File: src/rtl/rv_timer_pkg.sv
// rv_timer_pkg: shared types, register offsets, CTRL layout and STAT bit
// indices for the rv_timer peripheral. The optional capture path is built
// only when RV_TIMER_CAPTURE_EN is defined.
package rv_timer_pkg;

  typedef logic [31:0] u32_t;
  typedef logic [7:0]  u8_t;
  typedef logic [3:0]  u4_t;

  // Byte offsets inside the 32-byte window
  localparam logic [4:0] TMR_CTRL  = 5'h00;
  localparam logic [4:0] TMR_COUNT = 5'h04;
  localparam logic [4:0] TMR_CMP   = 5'h08;
  localparam logic [4:0] TMR_STAT  = 5'h0C;
  localparam logic [4:0] TMR_CAP   = 5'h10;

  // STAT bit positions
  localparam int STAT_MATCH = 0;
  localparam int STAT_OVF   = 1;
  localparam int STAT_CAPF  = 2;

  // CTRL register image, bit 0 in the last field
  typedef struct packed {
    logic [15:0] presc;
    logic [11:0] rsvd;
    logic        clr;
    logic        ie;
    logic        auto_rl;
    logic        en;
  } ctrl_t;

  // Little-endian byte-lane merge of write data into an existing word
  function automatic u32_t bmerge(input u32_t old, input u32_t d, input u4_t be);
    u32_t r;
    r = old;
    for (int i = 0; i < 4; i++)
      if (be[i]) r[8*i +: 8] = d[8*i +: 8];
    return r;
  endfunction

endpackage

File: src/rtl/rv_timer_sync.sv
// rv_timer_sync: two-flop synchronizer for an asynchronous input followed by
// a rising-edge detector producing a one-clock pulse.
module rv_timer_sync (
  input  logic clk,
  input  logic reset,
  input  logic d,
  output logic rise
);

  logic s1, s2, s3;

  // Metastability chain plus one delayed copy for edge detect
  always_ff @(posedge clk) begin
    if (reset) begin
      s1 <= 1'b0;
      s2 <= 1'b0;
      s3 <= 1'b0;
    end else begin
      s1 <= d;
      s2 <= s1;
      s3 <= s2;
    end
  end

  assign rise = s2 & ~s3;

endmodule

File: src/rtl/rv_timer.sv
// rv_timer: memory-mapped prescaled 32-bit timer/compare peripheral.
// Registers CTRL/COUNT/CMP/STAT/CAP, registered read data, level irq.
// Define RV_TIMER_CAPTURE_EN to add the cap_in capture input, CAP and CAPF.
module rv_timer
  import rv_timer_pkg::*;
#(
  parameter int CNT_W   = 32,
  parameter int PRESC_W = 16
) (
  input  logic        clk,
  input  logic        reset,
  input  logic [4:0]  adr,
  input  logic        cs,
  input  logic        rdy,
  input  logic [3:0]  we,
  input  logic        re,
  input  logic [31:0] dw,
`ifdef RV_TIMER_CAPTURE_EN
  input  logic        cap_in,
`endif
  output logic [31:0] dr,
  output logic        irq
);

  localparam u32_t        CNT_MAX    = u32_t'({CNT_W{1'b1}});
  localparam logic [15:0] PRESC_MASK = 16'({PRESC_W{1'b1}});
  // PRESC reaches into byte 3 only when it is wider than 8 bits
  localparam logic        PRESC_HI   = (PRESC_W > 8);

  // Architectural state
  logic        en_q, auto_q, ie_q;
  logic [15:0] presc_q;
  logic [15:0] pcnt;
  u32_t        count, cmp, cap_q;
  logic [2:0]  stat;

  // Bus decode
  logic       acc, wr_any, rd_en;
  logic [2:0] sel;
  logic       wr_ctrl, wr_count, wr_cmp, wr_stat;

  assign acc      = cs & rdy;
  assign wr_any   = acc & (|we);
  assign rd_en    = acc & re;
  assign sel      = adr[4:2];
  assign wr_ctrl  = wr_any & (sel == TMR_CTRL[4:2]);
  assign wr_count = wr_any & (sel == TMR_COUNT[4:2]);
  assign wr_cmp   = wr_any & (sel == TMR_CMP[4:2]);
  assign wr_stat  = wr_any & (sel == TMR_STAT[4:2]) & we[0];

  // CTRL as seen by the bus (CLR always reads 0) and its merged write value
  ctrl_t ctrl_rd, ctrl_wv;
  logic  presc_wr, clr;

  assign ctrl_rd  = '{presc: presc_q, rsvd: '0, clr: 1'b0, ie: ie_q,
                      auto_rl: auto_q, en: en_q};
  assign ctrl_wv  = ctrl_t'(bmerge(u32_t'(ctrl_rd), dw, we));
  assign presc_wr = wr_ctrl & (we[2] | (PRESC_HI & we[3]));
  assign clr      = wr_ctrl & ctrl_wv.clr;

  // Tick and compare conditions, all from registered state
  logic tick, hit, at_max, reload;

  assign tick   = en_q & (pcnt == presc_q);
  assign hit    = (count == cmp);
  assign at_max = (count == CNT_MAX);
  assign reload = auto_q & hit;

  // Capture path
  logic cap_pulse;

`ifdef RV_TIMER_CAPTURE_EN
  localparam logic [2:0] STAT_IMPL = 3'b111;

  rv_timer_sync u_cap_sync (
    .clk  (clk),
    .reset(reset),
    .d    (cap_in),
    .rise (cap_pulse)
  );

  // Latch COUNT as it stood before this cycle's update; later edges overwrite
  always_ff @(posedge clk) begin
    if (reset)          cap_q <= '0;
    else if (cap_pulse) cap_q <= count;
  end
`else
  localparam logic [2:0] STAT_IMPL = 3'b011;

  assign cap_pulse = 1'b0;
  assign cap_q     = '0;
`endif

  // COUNT next value: CPU write beats CLR beats tick
  u32_t count_d;

  always_comb begin
    count_d = count;
    if (tick) begin
      if (reload || at_max) count_d = '0;
      else                  count_d = (count + 32'd1) & CNT_MAX;
    end
    if (clr)      count_d = '0;
    if (wr_count) count_d = bmerge(count, dw, we) & CNT_MAX;
  end

  // STAT next value: hardware set wins over a same-cycle W1C
  logic [2:0] stat_set, stat_w1c, stat_d;

  always_comb begin
    stat_set             = '0;
    stat_set[STAT_MATCH] = tick & hit;
    stat_set[STAT_OVF]   = tick & at_max & ~reload;
    stat_set[STAT_CAPF]  = cap_pulse;
    stat_w1c             = wr_stat ? dw[2:0] : 3'b000;
    stat_d               = (stat_set | (stat & ~stat_w1c)) & STAT_IMPL;
  end

  // Read mux; sampled before any same-cycle write lands
  u32_t rd_val;

  always_comb begin
    rd_val = '0;
    case (sel)
      TMR_CTRL[4:2]:  rd_val = u32_t'(ctrl_rd);
      TMR_COUNT[4:2]: rd_val = count;
      TMR_CMP[4:2]:   rd_val = cmp;
      TMR_STAT[4:2]:  rd_val = {29'd0, stat};
      TMR_CAP[4:2]:   rd_val = cap_q;
      default:        rd_val = '0;
    endcase
  end

  // Register update: control, prescaler, counter, compare, status, read data
  always_ff @(posedge clk) begin
    if (reset) begin
      en_q    <= 1'b0;
      auto_q  <= 1'b0;
      ie_q    <= 1'b0;
      presc_q <= '0;
      pcnt    <= '0;
      count   <= '0;
      cmp     <= CNT_MAX;
      stat    <= '0;
      dr      <= '0;
    end else begin
      if (wr_ctrl) begin
        en_q    <= ctrl_wv.en;
        auto_q  <= ctrl_wv.auto_rl;
        ie_q    <= ctrl_wv.ie;
        presc_q <= ctrl_wv.presc & PRESC_MASK;
      end
      if (!en_q || presc_wr || tick) pcnt <= '0;
      else                           pcnt <= pcnt + 16'd1;
      count <= count_d;
      if (wr_cmp) cmp <= bmerge(cmp, dw, we) & CNT_MAX;
      stat  <= stat_d;
      dr    <= rd_en ? rd_val : 32'd0;
    end
  end

  assign irq = ie_q & stat[STAT_MATCH];

  // Address bits below word granularity and reserved CTRL bits carry no state
  logic unused_bits;
  assign unused_bits = ^{adr[1:0], ctrl_wv.rsvd};

endmodule

File: config.mk
export PLATFORM = sky130hd
export DESIGN_NAME = rv_timer
export DESIGN_NICKNAME = d
export VERILOG_FILES = /design/src/rtl/rv_timer_pkg.sv /design/src/rtl/rv_timer_sync.sv /design/src/rtl/rv_timer.sv
export SDC_FILE = /design/constraint.sdc
export NUM_CORES = 1
export LEC_CHECK = 0
export CORE_MARGIN = 2
export CORE_UTILIZATION = 57
export DETAILED_ROUTE_END_ITERATION = 8
export PLACE_DENSITY = 0.81
export SLEW_MARGIN = 20
export SYNTH_ARGS = -nofsm -noshare
export SYNTH_HDL_FRONTEND = slang
export SYNTH_HIERARCHICAL = 1
export SYNTH_SLANG_ARGS = --single-unit
File: constraint.sdc
create_clock -name clk -period 2.84 [get_ports clk]
set_input_delay 0.852 -clock clk [delete_from_list [all_inputs] [get_ports clk]]
set_output_delay 0.852 -clock clk [all_outputs]
set_load 0.03 [all_outputs]
======== Word level (Yosys, flattened, before mapping) ========
Index checks and enable logic that the tools add are counted.
cells by class
  add/sub/neg operators ................... 2
  $mul .................................... 0
  reductions and logical operators ........ 20
  bitwise operators ....................... 22
  eq/ne operators ......................... 10
  shift-type cells ........................ 0
  magnitude comparators ................... 0
  divide/modulo/power cells ............... 0
  multiplexer cells ....................... 11
operators by type and width
  cell                     number
  $mux W32                 4
  $pmux W32 S4             1
  $add A32 B1 Y32 const B  1
  $eq A32 B32 Y1           1
  $eq A32 B32 Y1 const B   1
  $mux W8                  4
  $reduce_and A2 Y1        11
  $add A16 B1 Y16 const B  1
  $and A1 B1 Y1            16
  $eq A16 B16 Y1           1
  $ne A2 B2 Y1 const B     4
  $eq A3 B2 Y1 const B     2
  $mux W4                  1
  $reduce_or A2 Y1         2
  $reduce_or A4 Y1         1
  $eq A3 B1 Y1 const B     1
  $logic_not A3 Y1         1
  $logic_or A1 B1 Y1       3
  $reduce_bool A3 Y1       1
  $and A2 B2 Y2            1
  $mux W2                  1
  $not A1 Y1               2
  $not A2 Y2               1
  $or A2 B2 Y2             1
  2 further kinds          2
word-level totals
  output and inout bits ................... 33
  bits in registers ....................... 133
  bits in latches ......................... 0
  input port bits ......................... 46
  memories kept ........................... 0
  logic and storage cells ................. 81
  memory bits (writable) .................. 0
  bits in read-only memories .............. 0

======== Depth between registers and ports, before layout ========
  word-level depth ........................ 8
  mapped depth ............................ 9
  mapped depth without buffers ............ 7

======== Least setup slack after synthesis ========
No wires, ideal clock.
  path kind ............................... input port to flip-flop
  start point ............................. input adr[2]
  end point ............................... register count[19]
  data arrival time ....................... 2.439 ns
  data required time ...................... 2.720 ns
  stages .................................. 8
  slack ................................... 0.282 ns
  library setup time ...................... 0.120 ns
  path buffers ............................ 2
  cells stage by stage .................... buf_2 nor3b_4 nor4b_2 nor3_1 a21oi_2 buf_2 a21boi_0 a21oi_1
between the ends
  longest elaborated chain between the ends .. 5
RTL lines
  item                                                      RTL line         source
  from (decl)                                               rv_timer.sv:12   input logic [4:0] adr,
  $logic_not A3 Y1                                          rv_timer.sv:46   assign wr_ctrl = wr_any & (sel == TMR_CTRL[4:2]);
  $and A1 B1 Y1                                             rv_timer.sv:46
  $and A1 B1 Y1                                             rv_timer.sv:59   assign clr = wr_ctrl & ctrl_wv.clr;
  $reduce_bool A3 Y1 (no line) or $mux W32 (tied branches)  -
  $reduce_and A2 Y1 (no line) or $mux W32 (tied branches)   -
  to (signal assigned)                                      rv_timer.sv:155  count <= count_d;
  to (decl)                                                 rv_timer.sv:34   u32_t count, cmp, cap_q;
Several ways; a longest one is shown, not always the timed one.
A chain may end at the register's enable or synchronous reset.

======== Worst setup path in the final report ========
  start point ............................. input we[0]
  end point ............................... register count[15]
between the ends
  longest elaborated chain between the ends .. 6
RTL lines
  item                                                      RTL line        source
  from (decl)                                               rv_timer.sv:15  input logic [3:0] we,
  $reduce_or A4 Y1                                          rv_timer.sv:43  assign wr_any = acc & (|we);
  $and A1 B1 Y1                                             rv_timer.sv:43
  $and A1 B1 Y1                                             rv_timer.sv:46
  $and A1 B1 Y1                                             rv_timer.sv:59
  $reduce_bool A3 Y1 (no line) or $mux W32 (tied branches)  -
  $reduce_and A2 Y1 (no line) or $mux W32 (tied branches)   -
Several ways; a longest one is shown, not always the timed one.

==> results.sh <==
export IMPL_drc_errors=0
export IMPL_cts_tree="done"
export IMPL_syn_to_final_growth_pct=26.2
export IMPL_yosysMostFrequentCell="dfxtp_1"
export IMPL_synth_edf_count=0
export IMPL_worst_path_max_fanout=8
export IMPL_combPwrFrac_pct=6.6
export IMPL_maxCapViolations=0
export IMPL_clkLatencyLatePin_ps=420
export IMPL_wl_met3_um=1160
export IMPL_crit_family="simple AND/OR/NAND/NOR gates"
export IMPL_rsz0062_at_grt="no"
export IMPL_async_flop_share_pct=0
export IMPL_rrSetupSlack_ps=370
export IMPL_antenna_found_initial=0
export IMPL_synth_fp_nets=878
export IMPL_worstSetupStartpoint="we[0]"
export IMPL_route_vias_total=6401
export IMPL_ctsLongestPathBuffers=2
export IMPL_synth_largest_area_cell="dfxtp_1"
export IMPL_stdcell_count=1086
export IMPL_ant_nets=0
export IMPL_gp_congestion=0.927
export IMPL_switching_share_pct=21.9
export IMPL_cts_hold_buf=0
export IMPL_grt_max_degree=35
export IMPL_synth_top_area_share_pct=38.3
export IMPL_track_usage_pct=30.0
export IMPL_critPathSlowestCell="or4_1"
export IMPL_crit_chain="clkdlybuf4s50_1, nor4_2, or4_1, o21ai_2, o211ai_2, mux2_2, o21ai_0"
export IMPL_power_density_nw_per_um2=527
export IMPL_topRoutingLayerUsed="met4"
export IMPL_yosys_warnings=6
export IMPL_coreArea_um2=12000
export IMPL_die_w_um=114
export IMPL_synth_area_um2=6950
export IMPL_post_route_min_period_ps=2750
export IMPL_wl_per_cell_um=17.6
export IMPL_die_y_um=114
export IMPL_ys_types=54
export IMPL_endpoint_kind="flip-flop"
export IMPL_max_freq_ghz=0.364
export IMPL_io_buffers=76
export IMPL_ir_drop_mv=0.361
export IMPL_r2r_end="count[11]$_SDFFE_PP0P_"
export IMPL_intPower_mw=3.61
export IMPL_crit_end="count[15]$_SDFFE_PP0P_"
export IMPL_first_global_vias=6089
export IMPL_routed_wl_um=19100
export IMPL_fin_worst_skew_ps=7.94
export IMPL_path_class="in -> reg"
export IMPL_finalSetupViolCount=0
export IMPL_ys_flop_type="dfxtp_1"
export IMPL_slew_violations=0
export IMPL_arrival_ps=3050
export IMPL_cts_setup_buffers=0
export IMPL_ys_seq_area_share_pct=38.3
export IMPL_wl_met1_um=7840
export IMPL_timing_final_crit_share_pct=96.7
export IMPL_yosys_top_cells_count="133 x dfxtp_1, 121 x nand2_1, 107 x nor2_1, 60 x xnor2_1, 59 x nand3_1"
export IMPL_slew_headroom_pct=56.1
export IMPL_power_share_clock_pct=52.3
export IMPL_finalHoldViolCount=0
export IMPL_slowest_delay_ps=640
export IMPL_hold_class="reg -> reg"
export IMPL_drt_iter0_markers=598
export IMPL_die_area_um2=13100
export IMPL_dp_final_hpwl_um=13600
export IMPL_syn_area_per_cell_um2=8.37
export IMPL_boundaryPins=79
export IMPL_clock_root_buffer="clkbuf_16"
export IMPL_wl_met2_um=9420
export IMPL_power_mw=4.62
export IMPL_clkSlewWorstSetupHoldPaths_ps=60
export IMPL_r2r_start="count[18]$_SDFFE_PP0P_"
export IMPL_vias_per_cell=5.89
export IMPL_initial_core_util_pct=58.1
export IMPL_leakagePower_nw=3.30
export IMPL_cts_resized=0
export IMPL_power_switching_mw=1.01
export IMPL_ys_top_cells_by_area="dfxtp_1 38%, xnor2_1 7.6%, mux2i_1 6.9%, nand2_1 6.5%, nor2_1 5.8%"
export IMPL_htree_levels=4
export IMPL_rows=40
export IMPL_grt_overflow_total=0
export IMPL_postPlaceCellArea_um2=8120
export IMPL_max_slew_worst_pin_slew_ps=652
export IMPL_drive_gt1_share_pct=14.8
export IMPL_n_antenna_cell=0
export IMPL_grt_pass1_wl_um=30400
export IMPL_totalNegativeSetupSlack_ps=0
export IMPL_firstDrtPassIters=7
export IMPL_syn_inst=830
export IMPL_cts_buffers=17
export IMPL_nNetsFinal=974
export IMPL_final_area_um2=8770
export IMPL_worstRegToRegCells=7
export IMPL_clock_sinks=133
export IMPL_path_depth=7
export IMPL_status="complete, no violations"
export IMPL_dp_cells=1054
export IMPL_crit_path_start_kind="input pin"
export IMPL_crit_buf_inv=1
export IMPL_crit_required_ps=3140
export IMPL_pwr_share_seq_pct=41.0
export IMPL_synth_seq_cells=133
[cell usage in the layout, fill, tap and decap left out, types with 3 or more instances in the layout]
master,count
a22oi_1,14
and2_1,4
mux2i_1,48
nand2b_1,7
o211ai_2,3
nor2b_1,3
nand3_1,59
nor2_1,106
inv_1,16
o21ai_0,10
bufinv_16,5
clkbuf_16,17
xor2_1,32
buf_4,50
nor4_2,3
nand2_1,121
a21oi_1,29
dfxtp_1,133
and3_1,15
clkdlybuf4s50_1,76
buf_12,6
a221oi_1,3
o31ai_1,6
nor3_1,5
nand4_1,26
mux2_2,25
o21ai_1,3
xnor2_1,60
o21ai_2,11
nor4_1,5
[through the flow]
| stage | utilization (%) | worst slack, ps | hold slack [ps] |
|---|---|---|---|
| 2_1_floorplan | - | 282 | 437 |
| 3_3_place_gp | 67.9 | -258 | 462 |
| 3_5_place_dp | 67.9 | -271 | 464 |
| 4_1_cts | 73.3 | 153 | 479 |
| 5_1_grt | 73.3 | 27.6 | 493 |
| 6_report | 73.3 | 94.1 | 476 |
[metal layers]
layer  global-route usage (%)  up-vias
met3                     6.51       51
li1                         -     3030
met2                     51.2      251
met1                     36.2     3069
met4                     13.7        0
met5                        0        -
[sequential cells by signal, summed over array words and instances, names as in the netlist]
signal	cells
ie_q	1
en_q	1
stat	2
dr	32
auto_q	1
cmp	32
pcnt	16
presc_q	16
count	32
[cells by family (layout without fill, tap and decap cells)]
kind of cell               after synthesis  in the layout  synth area share [%]
and+or+nand+nor                        374            374                  25.7
DFF                                    133            133                  38.3
xor gates and xnor gates                92             92                  11.6
AOI/OAI and AO/OA                       85             85                  8.27
muxes                                   73             73                  11.0
buffers and inverters                   71            180                  4.79
adders and majority gates                2              2                 0.360
[area by class of cell]
type / count / area (um2)
Multi-Input combinational cell: 626 / 3960
Fill cell: 890 / 3200
Sequential cell: 133 / 2660
Timing Repair Buffer: 132 / 1260
Clock buffer: 20 / 447
Clock inverter: 12 / 201
Tap cell: 147 / 184
Inverter: 16 / 60.1
[power by group through the flow]
stage	clock network, mW	registers, mW	logic [mW]
2_1_floorplan	0	1.93	0.140
3_3_place_gp	0	1.93	0.294
3_5_place_dp	0	1.93	0.298
4_1_cts	2.43	1.89	0.302
5_1_grt	2.52	1.90	0.326
6_report	2.42	1.89	0.306
[worst min-delay path by stage]
stage               depth (start not counted)                  to  slack [ps]               start
floorplan                                   1  pcnt[0]$_SDFF_PP0_         440  pcnt[0]$_SDFF_PP0_
global placement                            1  pcnt[0]$_SDFF_PP0_         460  pcnt[0]$_SDFF_PP0_
detailed placement                          1  pcnt[0]$_SDFF_PP0_         460  pcnt[0]$_SDFF_PP0_
CTS                                         1  pcnt[0]$_SDFF_PP0_         480  pcnt[0]$_SDFF_PP0_
global route                                1  pcnt[0]$_SDFF_PP0_         490  pcnt[0]$_SDFF_PP0_
finish                                      1  pcnt[0]$_SDFF_PP0_         480  pcnt[0]$_SDFF_PP0_
No activity file was read; power rests on OpenSTA's default activity.
==> variant 1 (config.mk and constraints unchanged) <==
The option `RV_TIMER_CAPTURE_EN` is turned on by a define.
--- a/src/rtl/rv_timer.sv
+++ b/src/rtl/rv_timer.sv
@@ -1,6 +1,8 @@
 // rv_timer: memory-mapped prescaled 32-bit timer/compare peripheral.
 // Registers CTRL/COUNT/CMP/STAT/CAP, registered read data, level irq.
 // Define RV_TIMER_CAPTURE_EN to add the cap_in capture input, CAP and CAPF.
+`define RV_TIMER_CAPTURE_EN
+
 module rv_timer
   import rv_timer_pkg::*;
 #(
Interface: changed (added cap_in); port bits go from 79 to 80. The function was not compared with the original's and may differ.
==> variant 1 against the unedited design <==
- highest routed layer unchanged
- total power is 6.1% higher
- wire length is 21% higher
- cell area is 12% higher
- sequential cell count is 36 higher
- setup slack better by 0.087 ns
- critical path type unchanged
- largest cell class unchanged
- critical path depth is 4 higher
- clock skew is 0.00067 ns lower
- area after synthesis is 16% higher
- via count is 16% higher
- global-route usage is 1.3 points higher
- first-iteration DRC count is 1.7% lower
==> variant 1: results (changes against the unedited design) <==
run_status:
  status: "finished clean"
detailed_routing:
  vias: 7438  # +16%
  wirelength_mm: 23.2  # +21%
  drtIter0Drc: 588  # -1.7%
  wl_per_cell_um: 19.0  # +8.2%
  firstDrtPassIters: 5  # -2
place:
  place.port_buffers: 77  # +1.3%
  place_area_um2: 9240  # +14%
  dpl_worst_slack_ns: -0.317  # -0.0453 ns
  place_inst: 1185  # +12%
  dpl.hpwl_mm: 15.9  # +17%
  gp_congestion: 0.941  # +1.5%
cts:
  clk-insertion-delay-late_ns: 0.43
  path_clk_slew_ns: 0.06  # about the same
worst_setup_path:
  cp_top_family: "buffers and inverters"
  crit_path_max_incr_delay_ns: 0.52  # -0.12 ns
  slowest_stage: "or4_4"
  r2r_setup_slack_ns: 0.28  # -0.09 ns
  cp.arrival_ns: 3.02  # -0.03 ns
logic_synthesis:
  synthDistinctLibCells: 61  # +13%
  synthTopCellsByArea: "dfxtp_1, mux2i_1, nor2_1, a22oi_1, xor2_1"
  synth_common_cells: "dfxtp_1, nor2_1, nand2_1"
  syn_inst: 945  # +14%
  synth_nets: 994  # +13%
  ys_seq_area_frac: 0.419  # +0.0355
pwr:
  vdd_drop_max_v: 0.000409  # +13%
  power.leakage_nw: 3.61  # +9.5%
  switching_share: 0.231  # +0.0116
final_layout:
  insertedDiodeCount: 0  # unchanged
  drive_above_1_share: 0.115  # -0.0332
  nFillCells: 1113  # +25%
  fin_nets: 1073  # +10%
sta:
  worst_slew_pin_slew_ns: 0.754  # +0.102 ns
  fin_skew_ns: 0.00727  # -0.000670 ns
  period_minus_slack_ns: 2.66  # -0.0867 ns
grt:
  grt_pass1_vias: 6927  # +14%
  track_usage: 0.313  # +0.0130
  grt_start_max_net_pins: 85  # +140%
  grt_pass1_wl_mm: 36.2  # +19%
[variant 1: stage by stage]
step	TNS (ns)	hold slack (ns)
6_report	0	0.438
5_1_grt	0	0.454
3_5_place_dp	-6.31	0.430
2_1_floorplan	0	0.414
4_1_cts	0	0.446
3_3_place_gp	-5.50	0.418
[variant 1: cell families (layout without fill, tap and decap cells)]
kind of cell / Yosys count / after routing / synth area share
adder cells (fa/ha/maj): 2 / 2 / 0.00310
AO/OA/AOI/OAI: 195 / 195 / 0.169
multiplexers: 60 / 60 / 0.0748
AND/OR/NAND/NOR: 337 / 337 / 0.199
XOR/XNOR: 62 / 62 / 0.0672
flip-flops: 169 / 169 / 0.419
buffers and inverters: 120 / 211 / 0.0683
[variant 1: power groups by stage]
stage                     registers, mW  clock network [mW]  logic, mW
after floorplan                    2.45                   0      0.154
after global placement             2.45                   0      0.321
after detailed placement           2.45                   0      0.325
after CTS                          2.40                2.18      0.327
after global routing               2.40                2.28      0.350
final                              2.40                2.17      0.334
[variant 1: timing repair]
item / in CTS / in global routing
gates resized for setup: 0 / 1
hold buffers: 0 / 0
setup endpoints to repair: 0 / 5
hold endpoints to repair: 0 / 0
[variant 1: worst paths after layout]
kind	from	end	cells past startpoint
worst max-delay path	cs	count[29]$_SDFFE_PP0P_	11
worst min-delay path	u_cap_sync/s1$_SDFF_PP0_	u_cap_sync/s2$_SDFF_PP0_	1
worst max register to register	count[1]$_SDFFE_PP0P_	count[19]$_SDFFE_PP0P_	9
worst min register to register	u_cap_sync/s1$_SDFF_PP0_	u_cap_sync/s2$_SDFF_PP0_	1
[variant 1: cell type report]
type / count / area [um^2] / share of cell area
Multi-Input combinational cell: 656 / 4160 / 0.426
Sequential cell: 169 / 3380 / 0.346
Timing Repair Buffer: 142 / 1330 / 0.136
Clock buffer: 23 / 468 / 0.0478
Tap cell: 180 / 225 / 0.0230
Inverter: 38 / 143 / 0.0146
Clock inverter: 8 / 72.6 / 0.00742
[variant 1: layer usage]
layer / track usage / share of wire / up-vias
li1: - / - / 3483
met1: 0.408 / 0.41 / 3522
met2: 0.510 / 0.48 / 381
met3: 0.0660 / 0.085 / 52
met4: 0.121 / 0.026 / 0
met5: 0 / 0 / -
==> variant 2 (config.mk and constraints unchanged) <==
Made on the original files. Put a register stage on the output `irq`, without a reset. The value now appears one clock later. The other outputs are not delayed to match. Comments in the files are not updated.
--- a/src/rtl/rv_timer.sv
+++ b/src/rtl/rv_timer.sv
@@ -159,7 +159,9 @@
     end
   end
 
-  assign irq = ie_q & stat[STAT_MATCH];
+  always_ff @(posedge clk) begin
+    irq <= ie_q & stat[STAT_MATCH];
+  end
 
   // Address bits below word granularity and reserved CTRL bits carry no state
   logic unused_bits;
Check against the original RTL: not equivalent (Yosys sat finds a counterexample within 4 cycles, from zero or initial values and one cycle with reset high).
==> variant 2 against the unedited design <==
- cell area down 0.69%
- sequential cell count up 1
- core utilization down 0.50 points
- total power down 5.6%
- setup slack better by 0.031 ns
- die area up 0.28%
- wire length up 0.12%
- synthesized cell count up 0.12%
- global-route usage down 0.26 points
- clock skew up 0.0063 ns
- area after synthesis up 0.29%
- register-to-register slack better by 0.06 ns
- first-iteration DRC count up 22%
- fmax up 1.1%
==> variant 2: results (changes against the unedited design) <==
grt:
  grt_pass1_vias: 5933  # -2.6%
detailed_routing:
  drtIter0Drc: 731  # +22%
  wl_per_cell_um: 17.6  # +0.12%
  wirelength_mm: 19.1  # +0.12%
  wl_met1_mm: 7.68  # -2.0%
logic_synthesis:
  synth.mux.area_fraction: 0.109  # -0.000315
  synth_compound_area_frac: 0.0824  # -0.000237
  avgSynthCellArea_um2: 8.38  # +0.17%
  synth-adder-area-share: 0.00359  # -0.0000103
  synth_nets: 879  # +0.11%
  synth_xor_area_frac: 0.116  # -0.000333
cts:
  clk-insertion-delay-late_ns: 0.44  # +0.02 ns
final_layout:
  seq_cells: 134  # +0.75%
  fin_nets: 975  # +0.10%
  nFillCells: 900  # +1.1%
  clkbuf_count: 23  # +15%
  drive_above_1_share: 0.145  # -0.00319
  nonClkBufAreaFrac: 0.144  # +0.000989
place:
  dpl_worst_slack_ns: -0.282  # -0.0102 ns
  place_inst: 1055  # +0.095%
pwr:
  p_sw_uw: 990  # -2.2%
worst_setup_path:
  crit_path_max_incr_delay_ns: 0.53  # -0.11 ns
  slowest_stage: "nor4_2"
  rr_startpoint: "count[26]$_SDFFE_PP0P_"
run_status:
  status: "finished clean"
-- variant 2: changes by cell type in the layout (fill, tap and decap cells not counted) --
| cell | unedited run | this run |
|---|---|---|
| clkinvlp_4 | 2 | 1 |
| clkbuf_8 | 1 | 2 |
| bufinv_16 | 5 | 2 |
| clkinv_2 | 2 | 3 |
| clkbuf_1 | 2 | 4 |
| dfxtp_1 | 133 | 134 |
| inv_6 | 1 | 0 |
-- variant 2: path summary, 6_finish.rpt --
path	to	slack, ns	cells after the start
min	pcnt[0]$_SDFF_PP0_	0.48	1
max reg2reg	count[11]$_SDFFE_PP0P_	0.43	7
min reg2reg	pcnt[0]$_SDFF_PP0_	0.48	1
max	count[24]$_SDFFE_PP0P_	0.12	7
-- variant 2: per-stage QoR --
stage	area [um^2]	setup TNS, ns	utilization
3_5_place_dp	8140	-7.27	0.680
3_3_place_gp	8140	-5.75	0.680
6_report	8710	0	0.728
4_1_cts	8710	0	0.728
2_1_floorplan	6970	0	-
5_1_grt	8710	0	0.728
